==> src/rtl/fp8_accum_responder_if.sv <==
// fp8_accum_responder_if
//   Pin-level bundle of the TinyTapeout-style tile that carries the FP8
//   operand protocol between a host and the accumulating responder.
//   Signals:
//     ena      host -> tile  tile enable
//     ui_in    host -> tile  FP8 operand B
//     uio_in   host -> tile  [0] strobe, [1] clear, [7:2] unused
//     uo_out   tile -> host  accumulator A (FP8)
//     uio_out  tile -> host  [7] busy, [6] sticky overflow, [5:0] zero
//     uio_oe   tile -> host  bidirectional pin output enables
//   Modports: master = host side, slave = tile side.
interface fp8_accum_responder_if;
  logic       ena;
  logic [7:0] ui_in;
  logic [7:0] uio_in;
  logic [7:0] uo_out;
  logic [7:0] uio_out;
  logic [7:0] uio_oe;

  modport master (
    output ena, ui_in, uio_in,
    input  uo_out, uio_out, uio_oe
  );

  modport slave (
    input  ena, ui_in, uio_in,
    output uo_out, uio_out, uio_oe
  );
endinterface

==> src/rtl/fp8_accum_responder.sv <==
// fp8_accum_responder
//   Accumulates a stream of FP8 operands into a running FP8 sum.
//   Each rising edge of the strobe (while idle) captures one operand and
//   runs a four-cycle ALIGN -> ADD -> NORM -> WRITE sequence that adds it to
//   the accumulator, truncating the exact sum toward zero.
//   FP8: [7] sign, [6:3] exponent (bias 7), [2:0] fraction; exponent 0 is
//   subnormal, no inf/NaN. Magnitudes above 480 saturate and set a sticky
//   overflow flag.
//   Ports:
//     clk    clock
//     rst_n  asynchronous active-low reset
//     bus    slave side of fp8_accum_responder_if (ena, ui_in, uio_in,
//            uo_out, uio_out, uio_oe)
module fp8_accum_responder #(
  parameter logic [7:0] ACC_RESET = 8'h00,
  parameter int         GRS_BITS  = 3
) (
  input  logic                  clk,
  input  logic                  rst_n,
  fp8_accum_responder_if.slave  bus
);

  // Working mantissa: hidden bit + 3 fraction bits + guard/round/sticky.
  localparam int MW = 4 + GRS_BITS;
  localparam int SW = MW + 1;

  typedef enum logic [2:0] {
    S_IDLE,
    S_ALIGN,
    S_ADD,
    S_NORM,
    S_WRITE
  } state_t;

  state_t        r_state;
  state_t        w_state_next;
  logic          w_busy;
  logic          w_clear;
  logic          w_accept;

  logic          r_strb_q;
  logic [7:0]    r_acc;
  logic [7:0]    r_b;
  logic          r_ovf;

  logic [MW-1:0] r_big_al;
  logic [MW-1:0] r_small_al;
  logic          r_big_s;
  logic          r_small_s;
  logic [3:0]    r_exp;

  logic [SW-1:0] r_sum;
  logic          r_sum_s;

  logic [7:0]    r_res;
  logic          r_res_ovf;

  logic          w_unused;
  assign w_unused = &{1'b0, bus.uio_in[7:2]};

  // ---------------------------------------------------------------- FSM
  assign w_clear = bus.ena & bus.uio_in[1];

  always_comb begin
    w_state_next = r_state;
    w_busy       = (r_state != S_IDLE);
    // Clear wins over a same-cycle strobe edge.
    w_accept     = bus.ena & bus.uio_in[0] & ~r_strb_q &
                   (r_state == S_IDLE) & ~w_clear;
    if (bus.ena) begin
      if (w_clear) begin
        w_state_next = S_IDLE;
      end else begin
        case (r_state)
          S_IDLE:  if (w_accept) w_state_next = S_ALIGN;
          S_ALIGN: w_state_next = S_ADD;
          S_ADD:   w_state_next = S_NORM;
          S_NORM:  w_state_next = S_WRITE;
          S_WRITE: w_state_next = S_IDLE;
          default: w_state_next = S_IDLE;
        endcase
      end
    end
  end

  always_ff @(posedge clk or negedge rst_n) begin
    if (!rst_n) begin
      r_state <= S_IDLE;
    end else begin
      r_state <= w_state_next;
    end
  end

  // -------------------------------------------------------------- ALIGN
  logic [3:0]      w_ea, w_eb, w_big_e, w_small_e, w_diff;
  logic [3:0]      w_ma, w_mb, w_big_m, w_small_m;
  logic            w_a_big;
  logic [2*MW-1:0] w_shift_full;
  logic [MW-1:0]   w_small_al;

  // Subnormals use effective exponent 1 with a clear hidden bit.
  assign w_ea = (r_acc[6:3] == 4'd0) ? 4'd1 : r_acc[6:3];
  assign w_eb = (r_b[6:3] == 4'd0)   ? 4'd1 : r_b[6:3];
  assign w_ma = {(r_acc[6:3] != 4'd0), r_acc[2:0]};
  assign w_mb = {(r_b[6:3] != 4'd0), r_b[2:0]};

  assign w_a_big   = (w_ea >= w_eb);
  assign w_big_e   = w_a_big ? w_ea : w_eb;
  assign w_small_e = w_a_big ? w_eb : w_ea;
  assign w_big_m   = w_a_big ? w_ma : w_mb;
  assign w_small_m = w_a_big ? w_mb : w_ma;
  assign w_diff    = w_big_e - w_small_e;

  // The lower half of the double-width shift collects the bits that fall
  // off; their OR becomes the sticky bit in the LSB.
  assign w_shift_full = {w_small_m, {(GRS_BITS + MW){1'b0}}} >> w_diff;
  assign w_small_al   = (w_diff >= 4'(MW - 1))
                      ? {{(MW-1){1'b0}}, |w_small_m}
                      : (w_shift_full[2*MW-1:MW] |
                         {{(MW-1){1'b0}}, |w_shift_full[MW-1:0]});

  // ---------------------------------------------------------------- ADD
  logic          w_sub;
  logic [SW-1:0] w_sum;
  logic          w_sum_s;

  always_comb begin
    w_sub   = r_big_s ^ r_small_s;
    w_sum   = {1'b0, r_big_al} + {1'b0, r_small_al};
    w_sum_s = r_big_s;
    if (w_sub) begin
      if (r_big_al >= r_small_al) begin
        w_sum   = {1'b0, r_big_al} - {1'b0, r_small_al};
        w_sum_s = r_big_s;
      end else begin
        w_sum   = {1'b0, r_small_al} - {1'b0, r_big_al};
        w_sum_s = r_small_s;
      end
    end
    if (w_sum == '0) begin
      w_sum_s = 1'b0;
    end
  end

  // --------------------------------------------------------------- NORM
  logic [3:0]    w_lz;
  logic [3:0]    w_sh;
  logic [MW-1:0] w_norm;
  logic [4:0]    w_exp_n;
  logic [3:0]    w_field;
  logic          w_ovf_n;
  logic [7:0]    w_res;

  always_comb begin
    w_lz = 4'(MW);
    for (int i = 0; i < MW; i++) begin
      if (r_sum[i]) w_lz = 4'(MW - 1 - i);
    end
    // Never shift the exponent below 1: what remains is a subnormal.
    w_sh = (w_lz < (r_exp - 4'd1)) ? w_lz : (r_exp - 4'd1);
    if (r_sum[SW-1]) begin
      w_norm  = r_sum[SW-1:1] | {{(MW-1){1'b0}}, r_sum[0]};
      w_exp_n = {1'b0, r_exp} + 5'd1;
    end else begin
      w_norm  = r_sum[MW-1:0] << w_sh;
      w_exp_n = {1'b0, r_exp} - {1'b0, w_sh};
    end
    w_field = w_norm[MW-1] ? w_exp_n[3:0] : 4'd0;
    // Overflow is any exact magnitude above 480: either the exponent left
    // the 4-bit range, or the value is 1.111 x 2^8 with nonzero residue.
    w_ovf_n = w_exp_n[4] ||
              ((w_exp_n == 5'd15) && (w_norm[MW-1 -: 4] == 4'hF) &&
               (|w_norm[GRS_BITS-1:0]));
    w_res   = w_ovf_n ? {r_sum_s, 7'h7F}
                      : {r_sum_s, w_field, w_norm[MW-2 -: 3]};
  end

  // ----------------------------------------------------------- Datapath
  always_ff @(posedge clk or negedge rst_n) begin
    if (!rst_n) begin
      r_strb_q   <= 1'b0;
      r_acc      <= ACC_RESET;
      r_b        <= 8'h00;
      r_ovf      <= 1'b0;
      r_big_al   <= '0;
      r_small_al <= '0;
      r_big_s    <= 1'b0;
      r_small_s  <= 1'b0;
      r_exp      <= 4'd1;
      r_sum      <= '0;
      r_sum_s    <= 1'b0;
      r_res      <= 8'h00;
      r_res_ovf  <= 1'b0;
    end else if (bus.ena) begin
      r_strb_q <= bus.uio_in[0];
      if (w_clear) begin
        r_acc <= ACC_RESET;
        r_ovf <= 1'b0;
      end else begin
        case (r_state)
          S_IDLE: begin
            if (w_accept) r_b <= bus.ui_in;
          end
          S_ALIGN: begin
            r_big_al   <= {w_big_m, {GRS_BITS{1'b0}}};
            r_small_al <= w_small_al;
            r_big_s    <= w_a_big ? r_acc[7] : r_b[7];
            r_small_s  <= w_a_big ? r_b[7] : r_acc[7];
            r_exp      <= w_big_e;
          end
          S_ADD: begin
            r_sum   <= w_sum;
            r_sum_s <= w_sum_s;
          end
          S_NORM: begin
            r_res     <= w_res;
            r_res_ovf <= w_ovf_n;
          end
          S_WRITE: begin
            r_acc <= r_res;
            r_ovf <= r_ovf | r_res_ovf;
          end
          default: begin
          end
        endcase
      end
    end
  end

  assign bus.uo_out  = r_acc;
  assign bus.uio_out = {w_busy, r_ovf, 6'b000000};
  assign bus.uio_oe  = 8'hC0;

endmodule

==> src/flat_wrapper.sv <==
// flat-port wrapper written by rule: the top's interface ports become plain ports
module fp8_accum_responder_flat 
#(
  parameter logic [7:0] ACC_RESET = 8'h00,
  parameter int         GRS_BITS  = 3
)
  (clk, rst_n, bus_ena, bus_ui_in, bus_uio_in, bus_uo_out, bus_uio_out, bus_uio_oe);
  fp8_accum_responder_if bus_i ();
  input  logic clk;
  input  logic rst_n;
  input wire logic [$bits(bus_i.ena)-1:0] bus_ena;
  input wire logic [$bits(bus_i.ui_in)-1:0] bus_ui_in;
  input wire logic [$bits(bus_i.uio_in)-1:0] bus_uio_in;
  output wire logic [$bits(bus_i.uo_out)-1:0] bus_uo_out;
  output wire logic [$bits(bus_i.uio_out)-1:0] bus_uio_out;
  output wire logic [$bits(bus_i.uio_oe)-1:0] bus_uio_oe;
  assign bus_i.ena = bus_ena;
  assign bus_i.ui_in = bus_ui_in;
  assign bus_i.uio_in = bus_uio_in;
  assign bus_uo_out = bus_i.uo_out;
  assign bus_uio_out = bus_i.uio_out;
  assign bus_uio_oe = bus_i.uio_oe;
  fp8_accum_responder #(.ACC_RESET(ACC_RESET), .GRS_BITS(GRS_BITS)) u_core (.clk(clk), .rst_n(rst_n), .bus(bus_i));
endmodule
==> config.mk <==
export PLATFORM = sky130hd
export DESIGN_NAME = fp8_accum_responder_flat
export DESIGN_NICKNAME = d
export VERILOG_FILES = /design/src/rtl/fp8_accum_responder_if.sv /design/src/rtl/fp8_accum_responder.sv /design/src/flat_wrapper.sv
export SDC_FILE = /design/constraint.sdc
export NUM_CORES = 1
export LEC_CHECK = 0
export BUFFER_PORTS_ARGS = -buffer_cell sky130_fd_sc_hd__buf_2
export CAP_MARGIN = 10
export CORE_ASPECT_RATIO = 1.5
export CORE_MARGIN = 4
export CORE_UTILIZATION = 32
export CTS_CLUSTER_SIZE = 12
export DETAILED_ROUTE_END_ITERATION = 8
export PLACE_DENSITY_LB_ADDON = 0.25
export SLEW_MARGIN = 0
export SYNTH_ARGS = -nofsm -noshare
export SYNTH_HDL_FRONTEND = slang
export SYNTH_SLANG_ARGS = --single-unit
==> constraint.sdc <==
create_clock -name clk -period 4.35 [get_ports clk]
set_input_delay 0.435 -clock clk [delete_from_list [all_inputs] [get_ports clk]]
set_output_delay 0.435 -clock clk [all_outputs]
set_load 0.02 [all_outputs]
* Yosys cells after proc, flatten, opt, wreduce, memory -nomap -nowiden *
Index checks and enable logic that the tools add are counted.

storage, ports and cells
  register bits after elaboration = 56
  logic and storage cells = 98
  output and inout port bits = 24
  bits of input ports = 19

operators by class
  $lt $le $gt $ge = 4
  bitwise logic cells = 11
  mux-type cells = 33
  reduce and logical (&&, ||, !) cells = 20
  add/sub/neg operators = 7
  shift operators = 2
  equality and inequality tests = 7

operators by type and width
  operator             count
  $mux 4               8
  $mux 8               4
  $mux 7               3
  $mux 3               6
  $sub 7x7->8          2
  $or 7x1->7           2
  $shr 14x4->14        1
  $pmux 3 s4           1
  $reduce_and 3->1     3
  $add 7x7->8          1
  $logic_not 4->1      2
  $logic_not 8->1      1
  $mux 1               8
  $reduce_bool 4->1    2
  $ge 7x7->1           1
  $reduce_or 7->1      1
  $shl 7x4->7          1
  $eq 3x2->1 const B   2
  $add 4x1->5 const B  1
  $and 1x1->1          5
  $eq 5x4->1 const B   1
  $mux 5               1
  $sub 4x4->5          1
  $eq 4x4->1 const B   1
  other kinds (21)     25

* Depth between registers and ports, before layout *
  depth after elaboration = 16
  gate-level depth with buffers = 20
  gate-level depth less buffers = 18

* Worst setup path before layout *
Ideal clock, no wire load.

  kind = reg2reg
  start = reg u_core.r_exp[0]
  end = reg u_core.r_res_ovf
  period minus slack after synthesis = 4.486 ns
  cell stages (with the launch flop) = 18
  buffers on the path = 0
  slack = -0.136 ns
  data required time = 4.229 ns
  setup time = 0.121 ns
  arrival = 4.365 ns
  cell sequence = dfstp_2 > inv_1 > ha_1 > xnor2_1 > ha_1 > nor2_1 > nor3_1 > o32ai_2 > inv_2 > ha_1 > nor2b_1 > fa_1 > a21o_1 > a21oi_1 > xor2_1 > nand2_1 > a311oi_1 > and4b_1

between the ends
  longest elaborated chain between the ends = 9
  elaborated cells on any way between the ends = 14
  those cells by class = 3 x add/sub; 1 x order compare; 2 x eq/ne; 1 x shift; 3 x mux; 4 x reduce/logical

RTL lines
  what                                               RTL line                                                RTL
  start: declaration                                 fp8_accum_responder.sv:50                               logic [3:0] r_exp;
  start signal: assignment                           fp8_accum_responder.sv:209                              r_exp <= w_big_e;
  $sub 4x1->4                                        fp8_accum_responder.sv:160                              w_sh = (w_lz < (r_exp - 4'd1)) ? w_lz : (r_exp - 4'd1);
  $lt 3x4->1                                         fp8_accum_responder.sv:160
  $mux 4                                             fp8_accum_responder.sv:160
  $sub 4x4->5 / $shl 7x4->7 (equally long branches)  fp8_accum_responder.sv:166, fp8_accum_responder.sv:165
  $mux 5 / $mux 7 (equally long branches)            fp8_accum_responder.sv:161                              if (r_sum[SW-1]) begin
  $eq 5x4->1 / $eq 4x4->1 (equally long branches)    fp8_accum_responder.sv:172                              ((w_exp_n == 5'd15) && (w_norm[MW-1 -: 4] == 4'hF) &&
  $logic_and 1x1->1 (2 in series)                    fp8_accum_responder.sv:172
  $logic_or 1x1->1 *                                 fp8_accum_responder.sv:171                              w_ovf_n = w_exp_n[4] ||
  end signal: assignment                             fp8_accum_responder.sv:217                              r_res_ovf <= w_ovf_n;
  end: declaration                                   fp8_accum_responder.sv:56                               logic r_res_ovf;

Every way passes the cells marked *; elsewhere a longest branch is shown, timed or not.
A chain may end at the register's enable or synchronous reset.

* Worst setup path after layout *
Ends and elaborated chain as after synthesis.

==> impl_metrics.py <==
metrics = {
    "floorplanning": {
        "core_um2": 13500,
        "die_h_um": 152,
        "die-area_um2": 15900,
        "ioPinCount": 43,
        "die_w_um": 104,
        "floorplan.initialDensity": 0.329,
        "fp-row-count": 52,
    },
    "placed_design": {
        "gp_congestion": 0.877,
        "dp_hpwl_um": 8570,
        "port_buffers": 22,
    },
    "worst_setup_path": {
        "cp.arrival_ns": 4.27,
        "cpPeakStageDelay_ns": 0.53,
        "critPathRequiredTime_ns": 4.54,
        "cp-startpoint": "u_core.r_exp[0]",
        "reg2reg_setup_slack_ns": 0.27,
        "path_cells": "inv_1, ha_1, ha_4, nand2b_1, o21a_1, o211ai_2, nand2_4, inv_1, ha_1, nor2b_1, fa_2, a21o_1, a21oi_1, xor2_1, nand2_1, a311oi_2, and4b_1",
        "cp_slowest_cell": "dfstp_2",
        "crit_path_start_kind": "flop",
        "crit_fanout": 3,
        "critPathCaptureType": "flop",
        "endpoint": "u_core.r_res_ovf",
        "reg2reg_depth": 17,
        "r2r_start": "u_core.r_exp[0]",
        "r2r_end": "u_core.r_res_ovf",
        "critPathKind": "reg -> reg",
    },
    "route": {
        "post-route-drc-count": 0,
        "met3WireLength_um": 274,
        "routed_wl_um": 10500,
        "top_layer": "met4",
        "vias": 3653,
        "met1_length_um": 4120,
        "wire_per_inst_um": 15.4,
        "via_per_inst": 5.36,
        "dr_wl_met2_um": 5630,
        "first_iter_violations": 160,
        "drt_first_pass_iters": 4,
        "drtAntennaViolNets": 0,
    },
    "logic_synthesis": {
        "netlist_instances": 494,
        "synth_top_area_frac": 0.309,
        "synth_compound_gate_area_share": 0.222,
        "synth_top_family_by_area": "compound AO/OA/AOI/OAI gates",
        "synth_edf_count": 0,
        "async_flop_share": 1.00,
        "synth.distinct_cells": 78,
        "synthAdderAreaFrac": 0.0866,
        "ys_top_cells_by_area": "dfrtp_1 31%, ha_1 7.3%, mux2i_1 5.9%, mux2_2 4.3%, a21oi_1 4.1%",
        "synth.most_common_cell": "dfrtp_1",
        "yosysWarnings": 0,
        "syn_avg_cell_area_um2": 9.00,
        "yosys-top-cells-count": "55 x dfrtp_1, 39 x nand2_1, 38 x nor2_1",
        "synth-seq-cells": 56,
        "syn-cell-area_um2": 4450,
        "synth_mux_area_frac": 0.105,
        "synth_simple_gate_area_frac": 0.163,
        "yosys_most_used_dff": "dfrtp_1",
        "synthXorXnorAreaFrac": 0.0273,
        "synth.largest_area_cell": "dfrtp_1",
        "ys_seq_area_frac": 0.315,
    },
    "sta": {
        "min_period_ns": 4.08,
        "worst_slew_pin_slew_ns": 0.711,
        "fmax_mhz": 245,
        "skew_ns": 0.0102,
        "slew_violations": 0,
        "relSlewSlack": 0.523,
        "tns_ns": 0,
        "fin_crit_sh": 0.938,
        "setup_viol_count_final": 0,
        "hold_violations": 0,
        "rsz0062_at_grt": "false",
        "whs_ns": 0.263,
    },
    "global_route": {
        "grt_use_total": 0.134,
        "grt_max_degree": 57,
        "grt_pass1_wl_um": 17800,
        "grt_pass1_vias": 3632,
        "antenna_found_initial": 0,
        "overflow": 0,
    },
    "clock_network": {
        "clk_pin_slew_ns": 0.07,
        "h-tree-depth": 2,
        "insertion_delay_ns": 0.29,
        "clockRootBuffer": "clkbuf_16",
        "cts_tree": "done",
        "clockBufferDepth": 2,
        "cts_buffers": 5,
        "cts_sinks": 56,
    },
    "cells_and_area": {
        "fin_nets": 567,
        "utilization": 0.368,
        "syn2layout_area_growth_pct": 12.0,
        "antenna_cells": 0,
        "n_fill_cell": 1397,
        "drive_gt1_frac": 0.202,
    },
    "status": {
        "status": "completed",
    },
    "job": {
        "cap_viol_max_count": 0,
    },
    "hold_path": {
        "hold_class": "in -> async",
    },
}
## flip-flops by register name, summed over array words and instances, names as in the netlist
name               count
u_core.bus.uo_out      8
u_core.r_b             8
u_core.r_big_al        4
u_core.r_big_s         1
u_core.r_exp           4
u_core.r_ovf           1
u_core.r_res           8
u_core.r_res_ovf       1
u_core.r_small_al      7
u_core.r_small_s       1
u_core.r_state         3
u_core.r_strb_q        1
u_core.r_sum           8
u_core.r_sum_s         1
## stage by stage
step	setup WS (ns)	instance area, um2	instances
after floorplan	0.00276	4520	506
after global placement	0.296	4780	673
after detailed placement	0.231	4780	673
after CTS	0.200	4950	681
after global routing	0.0447	4980	682
final	0.269	4980	682
## cells in the final DEF (no fill, tap or decap), types with 3 or more instances in the layout
master and count:
and2_1 5, buf_2 22, nor3b_1 5, o22a_1 5, mux2_2 17, ha_1 24, o21ai_0 25, nor2_1 38
xnor2_1 7, o31ai_1 4, mux2i_1 26, buf_4 26, or2_2 4, nor2b_1 4, o21a_1 7, a21oi_1 35
nand2_1 39, nand2b_1 8, o22ai_1 4, o211ai_1 4, nor3_1 18, nor4_1 3, a31oi_1 5, dfrtp_1 55
a21o_1 6, a22o_1 7, o41ai_1 4, conb_1 14, xor2_1 4, inv_1 29, clkbuf_16 5
## cell type report
| type | instances | area, um2 | share of cell area |
|---|---|---|---|
| clock buffers | 5 | 125 | 0.0251 |
| clock inverters | 3 | 46.3 | 0.00930 |
| inverters | 30 | 113 | 0.0226 |
| multi-input cells | 378 | 2790 | 0.559 |
| flip-flops and latches | 56 | 1400 | 0.282 |
| well taps | 162 | 203 | 0.0407 |
| repair buffers | 48 | 305 | 0.0613 |
## cells by family after synthesis
kind of cell               count (synthesis)
and+or+nand+nor                          143
AOI/OAI and AO/OA                        135
buffers and inverters                     72
DFF                                       56
muxes                                     44
adders and majority gates                 29
xor gates and xnor gates                  13
other                                      2
## metal layers
metal	vias to the layer above	track usage
li1	1784	-
met1	1754	0.145
met2	86	0.256
met3	29	0.00890
met4	0	0.0710
met5	-	0
## critical path: cells and delay by family, from the launching register on
kind                     cells  cell delay, ns
flip-flops                   1            0.53
buffers and inverters        2            0.14
XOR/XNOR                     1            0.20
adder cells (fa/ha/maj)      4            1.29
AND/OR/NAND/NOR              5            0.68
AO/OA/AOI/OAI                5            1.13
## what timing repair did
action | CTS | global route
endpoints found under the setup margin | 0 | 2
resized for setup | 0 | 3
hold buffers | 0 | 0
buffers inserted | 0 | 1
## worst min path at each step
stage	to
5_1_grt	u_core.r_b[0]
3_3_place_gp	u_core.r_res[7]
6_report	u_core.r_b[0]
3_5_place_dp	u_core.r_res[7]
4_1_cts	u_core.r_big_al[6]
2_1_floorplan	u_core.bus.uo_out[0]
Power is left out: the tool's default activity adds up to more than one toggle a clock period on the data nets, which glitch-free logic cannot reach.
